[src/rtl/pixel_stream_source_if.sv]
// Pixel-stream bundle between the synthetic source and the localization chain.
// The master side is the source: it takes the enable and frame configuration
// and drives the pixel data, coordinates and framing strobes.
interface pixel_stream_source_if #(
    parameter int PIXEL_DEPTH = 8
);
    logic                   en;
    logic [1:0]             pattern_sel;
    logic [PIXEL_DEPTH-1:0] fg_R;
    logic [PIXEL_DEPTH-1:0] fg_G;
    logic [PIXEL_DEPTH-1:0] fg_B;
    logic [12:0]            paddle_x;
    logic [12:0]            paddle_y;

    logic [PIXEL_DEPTH-1:0] output_R;
    logic [PIXEL_DEPTH-1:0] output_G;
    logic [PIXEL_DEPTH-1:0] output_B;
    logic                   output_valid;
    logic [12:0]            row;
    logic [12:0]            col;
    logic                   sof;
    logic                   eol;

    modport master (
        input  en, pattern_sel, fg_R, fg_G, fg_B, paddle_x, paddle_y,
        output output_R, output_G, output_B, output_valid, row, col, sof, eol
    );

    modport slave (
        output en, pattern_sel, fg_R, fg_G, fg_B, paddle_x, paddle_y,
        input  output_R, output_G, output_B, output_valid, row, col, sof, eol
    );
endinterface

[src/rtl/pixel_stream_source.sv]
// Synthetic raster source: free-running h/v counters with blanking, four test
// patterns (black, colour bars, paddle rectangle, gray ramp) and sof/eol strobes.
// Frame configuration is shadowed at the (0,0) pixel so mid-frame changes only
// take effect on the next frame.
// Optional build macro: MOVING_PADDLE_EN -- paddle top row bounces vertically by
// 4 lines per frame instead of coming from paddle_y.
//
// state     | meaning
// ----------+--------------------------------------------
// ST_ACTIVE | h < LINE_WIDTH and v < FRAME_HEIGHT, pixels valid
// ST_HBLANK | h >= LINE_WIDTH on an active line
// ST_VBLANK | v >= FRAME_HEIGHT, whole line blank
module pixel_stream_source #(
    parameter int PIXEL_DEPTH  = 8,
    parameter int LINE_WIDTH   = 640,
    parameter int FRAME_HEIGHT = 480,
    parameter int H_BLANK      = 160,
    parameter int V_BLANK      = 45,
    parameter int PADDLE_W     = 32,
    parameter int PADDLE_H     = 96
) (
    input logic                   clk,
    input logic                   rst,
    pixel_stream_source_if.master pix
);
    localparam logic [12:0] H_LAST     = 13'(LINE_WIDTH + H_BLANK - 1);
    localparam logic [12:0] V_LAST     = 13'(FRAME_HEIGHT + V_BLANK - 1);
    localparam logic [12:0] H_ACT_END  = 13'(LINE_WIDTH);
    localparam logic [12:0] H_ACT_LAST = 13'(LINE_WIDTH - 1);
    localparam logic [12:0] V_ACT_END  = 13'(FRAME_HEIGHT);

    typedef enum logic [1:0] {ST_ACTIVE, ST_HBLANK, ST_VBLANK} state_t;

    state_t                 state, state_nxt;
    logic [12:0]            h, v, h_nxt, v_nxt;
    logic                   h_wrap, v_wrap, frame_start;

    logic [1:0]             sh_pat, cur_pat;
    logic [PIXEL_DEPTH-1:0] sh_r, sh_g, sh_b, cur_r, cur_g, cur_b;
    logic [12:0]            sh_x, sh_y, cur_x, cur_y, y_src;

    logic [15:0]            h_x8;
    logic [2:0]             bar_idx;
    logic [13:0]            x_lo, x_hi, y_lo, y_hi;
    logic                   in_paddle;

    logic [PIXEL_DEPTH-1:0] r_nxt, g_nxt, b_nxt;
    logic                   valid_nxt, sof_nxt, eol_nxt;

    logic [PIXEL_DEPTH-1:0] r_q, g_q, b_q;
    logic                   valid_q, sof_q, eol_q;
    logic [12:0]            row_q, col_q;

    assign h_wrap      = (h == H_LAST);
    assign v_wrap      = h_wrap && (v == V_LAST);
    assign h_nxt       = h_wrap ? 13'd0 : h + 13'd1;
    assign v_nxt       = h_wrap ? (v_wrap ? 13'd0 : v + 13'd1) : v;
    assign frame_start = (h == 13'd0) && (v == 13'd0);

    // State and raster counters; everything stalls while en is low.
    always_ff @(posedge clk or posedge rst) begin
        if (rst) begin
            state <= ST_ACTIVE;
            h     <= 13'd0;
            v     <= 13'd0;
        end else if (pix.en) begin
            state <= state_nxt;
            h     <= h_nxt;
            v     <= v_nxt;
        end
    end

    // Next state follows the counter transitions of this cycle.
    always_comb begin
        state_nxt = state;
        case (state)
            ST_ACTIVE: if (h_nxt == H_ACT_END) state_nxt = ST_HBLANK;
            ST_HBLANK: if (h_wrap) state_nxt = (v_nxt == V_ACT_END) ? ST_VBLANK : ST_ACTIVE;
            ST_VBLANK: if (v_wrap) state_nxt = ST_ACTIVE;
            default:   state_nxt = ST_ACTIVE;
        endcase
    end

`ifdef MOVING_PADDLE_EN
    localparam logic [12:0] Y_MAX = 13'(FRAME_HEIGHT - PADDLE_H);

    logic [12:0] y_pos;
    logic        y_down;

    // Bouncing paddle: step 4 lines per frame, clamping on and reversing at the bounds.
    always_ff @(posedge clk or posedge rst) begin
        if (rst) begin
            y_pos  <= 13'd0;
            y_down <= 1'b0;
        end else if (pix.en && frame_start) begin
            if (!y_down) begin
                if (y_pos + 13'd4 >= Y_MAX) begin
                    y_pos  <= Y_MAX;
                    y_down <= 1'b1;
                end else begin
                    y_pos <= y_pos + 13'd4;
                end
            end else begin
                if (y_pos <= 13'd4) begin
                    y_pos  <= 13'd0;
                    y_down <= 1'b0;
                end else begin
                    y_pos <= y_pos - 13'd4;
                end
            end
        end
    end

    assign y_src = y_pos;
`else
    assign y_src = pix.paddle_y;
`endif

    // Frame shadow registers, loaded on the (0,0) pixel edge.
    always_ff @(posedge clk or posedge rst) begin
        if (rst) begin
            sh_pat <= 2'd0;
            sh_r   <= '0;
            sh_g   <= '0;
            sh_b   <= '0;
            sh_x   <= 13'd0;
            sh_y   <= 13'd0;
        end else if (pix.en && frame_start) begin
            sh_pat <= pix.pattern_sel;
            sh_r   <= pix.fg_R;
            sh_g   <= pix.fg_G;
            sh_b   <= pix.fg_B;
            sh_x   <= pix.paddle_x;
            sh_y   <= y_src;
        end
    end

    // The (0,0) pixel is rendered from the values being latched on that same edge.
    assign cur_pat = frame_start ? pix.pattern_sel : sh_pat;
    assign cur_r   = frame_start ? pix.fg_R : sh_r;
    assign cur_g   = frame_start ? pix.fg_G : sh_g;
    assign cur_b   = frame_start ? pix.fg_B : sh_b;
    assign cur_x   = frame_start ? pix.paddle_x : sh_x;
    assign cur_y   = frame_start ? y_src : sh_y;

    assign h_x8    = {h, 3'b000};
    assign bar_idx = 3'(h_x8 / 16'(LINE_WIDTH));

    // 14-bit bounds so a rectangle running off the right/bottom edge clips instead of wrapping.
    assign x_lo      = {1'b0, cur_x};
    assign x_hi      = x_lo + 14'(PADDLE_W);
    assign y_lo      = {1'b0, cur_y};
    assign y_hi      = y_lo + 14'(PADDLE_H);
    assign in_paddle = ({1'b0, h} >= x_lo) && ({1'b0, h} < x_hi) &&
                       ({1'b0, v} >= y_lo) && ({1'b0, v} < y_hi);

    // Pixel value and strobes for the current counter position.
    always_comb begin
        r_nxt     = '0;
        g_nxt     = '0;
        b_nxt     = '0;
        valid_nxt = 1'b0;
        sof_nxt   = 1'b0;
        eol_nxt   = 1'b0;
        if (state == ST_ACTIVE) begin
            valid_nxt = 1'b1;
            sof_nxt   = frame_start;
            eol_nxt   = (h == H_ACT_LAST);
            case (cur_pat)
                2'd1: begin
                    // bar order white,yellow,cyan,green,magenta,red,blue,black
                    r_nxt = {PIXEL_DEPTH{~bar_idx[1]}};
                    g_nxt = {PIXEL_DEPTH{~bar_idx[2]}};
                    b_nxt = {PIXEL_DEPTH{~bar_idx[0]}};
                end
                2'd2: begin
                    if (in_paddle) begin
                        r_nxt = cur_r;
                        g_nxt = cur_g;
                        b_nxt = cur_b;
                    end
                end
                2'd3: begin
                    r_nxt = h[PIXEL_DEPTH+1:2];
                    g_nxt = h[PIXEL_DEPTH+1:2];
                    b_nxt = h[PIXEL_DEPTH+1:2];
                end
                default: ;
            endcase
        end
    end

    // Output register: one cycle after the counters; blanked and frozen while disabled.
    always_ff @(posedge clk or posedge rst) begin
        if (rst) begin
            r_q     <= '0;
            g_q     <= '0;
            b_q     <= '0;
            valid_q <= 1'b0;
            sof_q   <= 1'b0;
            eol_q   <= 1'b0;
            row_q   <= 13'd0;
            col_q   <= 13'd0;
        end else if (pix.en) begin
            r_q     <= r_nxt;
            g_q     <= g_nxt;
            b_q     <= b_nxt;
            valid_q <= valid_nxt;
            sof_q   <= sof_nxt;
            eol_q   <= eol_nxt;
            row_q   <= v;
            col_q   <= h;
        end else begin
            r_q     <= '0;
            g_q     <= '0;
            b_q     <= '0;
            valid_q <= 1'b0;
            sof_q   <= 1'b0;
            eol_q   <= 1'b0;
        end
    end

    assign pix.output_R     = r_q;
    assign pix.output_G     = g_q;
    assign pix.output_B     = b_q;
    assign pix.output_valid = valid_q;
    assign pix.sof          = sof_q;
    assign pix.eol          = eol_q;
    assign pix.row          = row_q;
    assign pix.col          = col_q;
endmodule

[src/flat_wrapper.sv]
// flat-port wrapper written by rule: the top's interface ports become plain ports
module pixel_stream_source_flat 
#(
    parameter int PIXEL_DEPTH  = 8,
    parameter int LINE_WIDTH   = 640,
    parameter int FRAME_HEIGHT = 480,
    parameter int H_BLANK      = 160,
    parameter int V_BLANK      = 45,
    parameter int PADDLE_W     = 32,
    parameter int PADDLE_H     = 96
)
  (clk, rst, pix_en, pix_pattern_sel, pix_fg_R, pix_fg_G, pix_fg_B, pix_paddle_x, pix_paddle_y, pix_output_R, pix_output_G, pix_output_B, pix_output_valid, pix_row, pix_col, pix_sof, pix_eol);
  pixel_stream_source_if #(.PIXEL_DEPTH(PIXEL_DEPTH)) pix_i ();
  input logic clk;
  input logic rst;
  input wire logic [$bits(pix_i.en)-1:0] pix_en;
  input wire logic [$bits(pix_i.pattern_sel)-1:0] pix_pattern_sel;
  input wire logic [$bits(pix_i.fg_R)-1:0] pix_fg_R;
  input wire logic [$bits(pix_i.fg_G)-1:0] pix_fg_G;
  input wire logic [$bits(pix_i.fg_B)-1:0] pix_fg_B;
  input wire logic [$bits(pix_i.paddle_x)-1:0] pix_paddle_x;
  input wire logic [$bits(pix_i.paddle_y)-1:0] pix_paddle_y;
  output wire logic [$bits(pix_i.output_R)-1:0] pix_output_R;
  output wire logic [$bits(pix_i.output_G)-1:0] pix_output_G;
  output wire logic [$bits(pix_i.output_B)-1:0] pix_output_B;
  output wire logic [$bits(pix_i.output_valid)-1:0] pix_output_valid;
  output wire logic [$bits(pix_i.row)-1:0] pix_row;
  output wire logic [$bits(pix_i.col)-1:0] pix_col;
  output wire logic [$bits(pix_i.sof)-1:0] pix_sof;
  output wire logic [$bits(pix_i.eol)-1:0] pix_eol;
  assign pix_i.en = pix_en;
  assign pix_i.pattern_sel = pix_pattern_sel;
  assign pix_i.fg_R = pix_fg_R;
  assign pix_i.fg_G = pix_fg_G;
  assign pix_i.fg_B = pix_fg_B;
  assign pix_i.paddle_x = pix_paddle_x;
  assign pix_i.paddle_y = pix_paddle_y;
  assign pix_output_R = pix_i.output_R;
  assign pix_output_G = pix_i.output_G;
  assign pix_output_B = pix_i.output_B;
  assign pix_output_valid = pix_i.output_valid;
  assign pix_row = pix_i.row;
  assign pix_col = pix_i.col;
  assign pix_sof = pix_i.sof;
  assign pix_eol = pix_i.eol;
  pixel_stream_source #(.PIXEL_DEPTH(PIXEL_DEPTH), .LINE_WIDTH(LINE_WIDTH), .FRAME_HEIGHT(FRAME_HEIGHT), .H_BLANK(H_BLANK), .V_BLANK(V_BLANK), .PADDLE_W(PADDLE_W), .PADDLE_H(PADDLE_H)) u_core (.clk(clk), .rst(rst), .pix(pix_i));
endmodule
[config.mk]
export PLATFORM = sky130hd
export DESIGN_NAME = pixel_stream_source_flat
export DESIGN_NICKNAME = d
export VERILOG_FILES = /design/src/rtl/pixel_stream_source_if.sv /design/src/rtl/pixel_stream_source.sv /design/src/flat_wrapper.sv
export SDC_FILE = /design/constraint.sdc
export NUM_CORES = 1
export LEC_CHECK = 0
export BUFFER_PORTS_ARGS = -buffer_cell sky130_fd_sc_hd__buf_4
export CAP_MARGIN = 10
export CORE_ASPECT_RATIO = 0.9
export CORE_MARGIN = 3
export CORE_UTILIZATION = 55
export CTS_CLUSTER_DIAMETER = 60
export DETAILED_ROUTE_END_ITERATION = 10
export PLACE_DENSITY = 0.73
export SLEW_MARGIN = 30
export SYNTH_ARGS = -nofsm -noshare
export SYNTH_HDL_FRONTEND = slang
export SYNTH_SLANG_ARGS = --single-unit
[constraint.sdc]
create_clock -name clk -period 6.09 [get_ports clk]
set_clock_uncertainty 0.2 [all_clocks]
set_input_delay 0.3045 -clock clk [delete_from_list [all_inputs] [get_ports clk]]
set_output_delay 0.3045 -clock clk [all_outputs]
set_load 0.02 [all_outputs]
==> run metrics <==
Die Footprint=about 17000 µm²; pin count of the biggest net entering global routing=77; width of the die=roughly 140 µm; status=finished clean; Vias=about 7300; Net count, final=between 1000 and 1500; Core Box Area=14920 µm²; Post-Syn Area=about 8500 µm²; worst-margin pin slew=0.7933 ns; Worst-path clk slew=about 0.060 ns; placed cell count=around 1200; via density per instance=about 5.9; antenna violations before repair=0; RSZ-0062 raised after global routing=false; Die Y=~120 µm; Lkg Pwr=around 5 nW; per-cell routed wire length=between 15 and 20 µm; fin cells=about 1200; Top-Level Pins=about 110; vias in the first global route=6996; Top Usage Layer GRT=met2; most frequent cells in the layout=nand2_1, dfrtp_1, buf_4, mux2_2, dlygate4sd3_1; Post-Syn Instances=around 890; CP Class=reg2reg; PD cells=approximately 330 nW/µm²; Worst Hold Class=in2reg; Critical Path AT=between 5 and 6 ns; VDD IR max=254.0 µV; Ant. Diodes=0; Mean Syn Cell Area=9.589 µm²; CTS Sinks=approximately 130; setup repair bufs after CTS=0; Max Slew Vio Count=0; Setup WS pre-CTS=0.4487 ns; Yosys cell types=76; total global-route track usage=approximately a quarter; gr ovfl total=0; post-DP HPWL=around 15000 µm; Post-synth top flop=dfrtp_1; PortBufs=around 110; row cnt=42; gpl congestion=0.8855; cts bufs inserted=17; Synth area leaders=dfrtp_1, mux2_2, ha_1; setup violators final=0; Bufs on Longest Clock Path=2; Seq cells post-synth=roughly 130; largest fanout on the critical path=47; Post-synth EDFFs=0; fin crit share=approximately nine tenths; DRT iter0 DRCs=around 570; area leader, netlist=dfrtp_1; first-pass GRT wire length=35470 µm; layout cells sized above 1=around a quarter; DRC=0; endpoints failing hold=0; antenna-violating nets left=0; YS warnings=0; Initial DRT Pass Iterations=5; commonest non-fill, non-tap cell in the layout=nand2_1; nature of the critical path endpoint=flip-flop; setup_tns=0 ns; fmax=179.3 MHz; Final WS setup=between 0.5 and 0.6 ns; Tmin final=roughly 5.6 ns; clk_lat worst skew=roughly 0.42 ns; Startpoint Class=flip-flop; Root Buffer=clkbuf_16; H-tree depth=4; Starting Density=a little under three fifths; max-cap violations=0; M3 GR Usage=5.372%; Slew headroom=a little under half; GR Util met1=approximately 36%; sequential area share after synthesis=between 30% and 40%; area delta synth->final=24.33%; asr flop ratio synth=100.0%; Mapped Nets=~990; WL final=~22000 µm; Synth top area share=39.18%; met2 Use GR=roughly 43%; CTS tree=built; Req. time, crit path=a little over 6 ns
## path summary, 6_finish.rpt
kind | from | depth (start not counted) | end | slack [ns]
worst min register to register | u_core.sh_r[6] | 1 | u_core.sh_r[6] | 0.30
worst min-delay path | pix_en | 3 | u_core.h[0] | 0.26
worst max-delay path | u_core.v[0] | 23 | u_core.pix.output_B[0] | 0.51
max in group asynchronous | rst | 4 | u_core.v[6] | 4.13
min in group asynchronous | rst | 3 | u_core.sh_r[3] | 0.36
worst max register to register | u_core.v[0] | 23 | u_core.pix.output_B[0] | 0.51
## sequential cells by signal (all words and copies together), names as in the netlist
register / flops
u_core.h: 13
u_core.state: 2
u_core.pix.output_R: 8
u_core.pix.output_B: 8
u_core.sh_x: 13
u_core.pix.output_valid: 1
u_core.sh_b: 8
u_core.sh_r: 8
u_core.pix.output_G: 8
u_core.pix.sof: 1
u_core.pix.eol: 1
u_core.sh_y: 13
u_core.v: 13
u_core.sh_g: 8
u_core.pix.col: 13
u_core.sh_pat: 2
u_core.pix.row: 13
## routing by layer
metal / part of all wire [%] / wire length [µm]
met5: 0 / 0
met4: 1.7 / 375
met3: 5.4 / 1188
met2: 48 / 10440
met1: 45 / 9801
## metrics by stage
stage	area (µm²)	hold slack (ns)	util (%)	total power, mW
floorplan	8496	0.2551	-	2.155
global placement	9474	0.2699	63.48	2.468
detailed placement	9474	0.2783	63.48	2.501
CTS	10560	0.2415	70.75	3.510
global route	10560	0.2961	70.77	3.746
finish	10560	0.2594	70.77	3.511
## worst max-delay path: stages, from the launching register on
cell	delay [ns]
dfrtp_1	0.47
inv_1	0.12
ha_1	0.14
nor3b_2	0.23
nand3_2	0.16
or4_2	0.91
buf_6	0.34
mux2i_1	0.28
inv_1	0.11
ha_1	0.23
and3_1	0.22
nand3_1	0.10
nor2_1	0.04
a21oi_1	0.15
xnor2_1	0.08
ha_1	0.32
nand3_1	0.08
a21oi_1	0.12
o41ai_1	0.09
a211oi_1	0.39
nor4_4	0.05
buf_4	0.23
a21boi_0	0.22
o211ai_1	0.11
## area by class of cell
class	instances	area (µm²)
repair buffers	182	1503
clock buffers	24	481.7
flip-flops and latches	133	3328
well taps	198	247.7
clock inverters	7	72.57
inverters	21	83.83
multi-input cells	678	4846
fillers	1138	4362
## cell usage after synthesis (all sizes together) (5+ instances only)
master,instances
a211oi,7
a21boi,9
a21o,9
a21oi,27
a31oi,20
and3,11
buf,26
clkbuf,28
dfrtp,133
ha,48
inv,21
mux2,78
mux2i,27
nand2,154
nand2b,11
nand3,27
nand4,13
nor2,28
nor2b,8
nor3,15
nor3b,5
nor4,9
o211ai,16
o21ai,40
o31ai,7
or3,8
xnor2,20
xor2,14
## power breakdown
part           internal (mW)  total, mW  switching (mW)
Clock                  0.592      0.971           0.379
Sequential              1.09       1.21           0.122
Combinational          0.601       1.33           0.726
## cells by family (layout without fill, tap and decap cells)
group | Yosys count | in the layout | share of synthesized area (%)
multiplexers | 105 | 105 | 13.52
adder cells (fa/ha/maj) | 48 | 48 | 7.069
flip-flops | 133 | 133 | 39.18
AND/OR/NAND/NOR | 314 | 314 | 18.51
XOR/XNOR | 34 | 34 | 3.505
buffers and inverters | 75 | 234 | 3.829
AO/OA/AOI/OAI | 177 | 177 | 14.39
## what timing repair did
action	CTS	global route
gates resized for setup	0	1
endpoints found under the setup margin	0	6
hold buffers	53	0
endpoints found under the hold margin	127	0
Note: power is estimated with default switching activity, not from simulation.
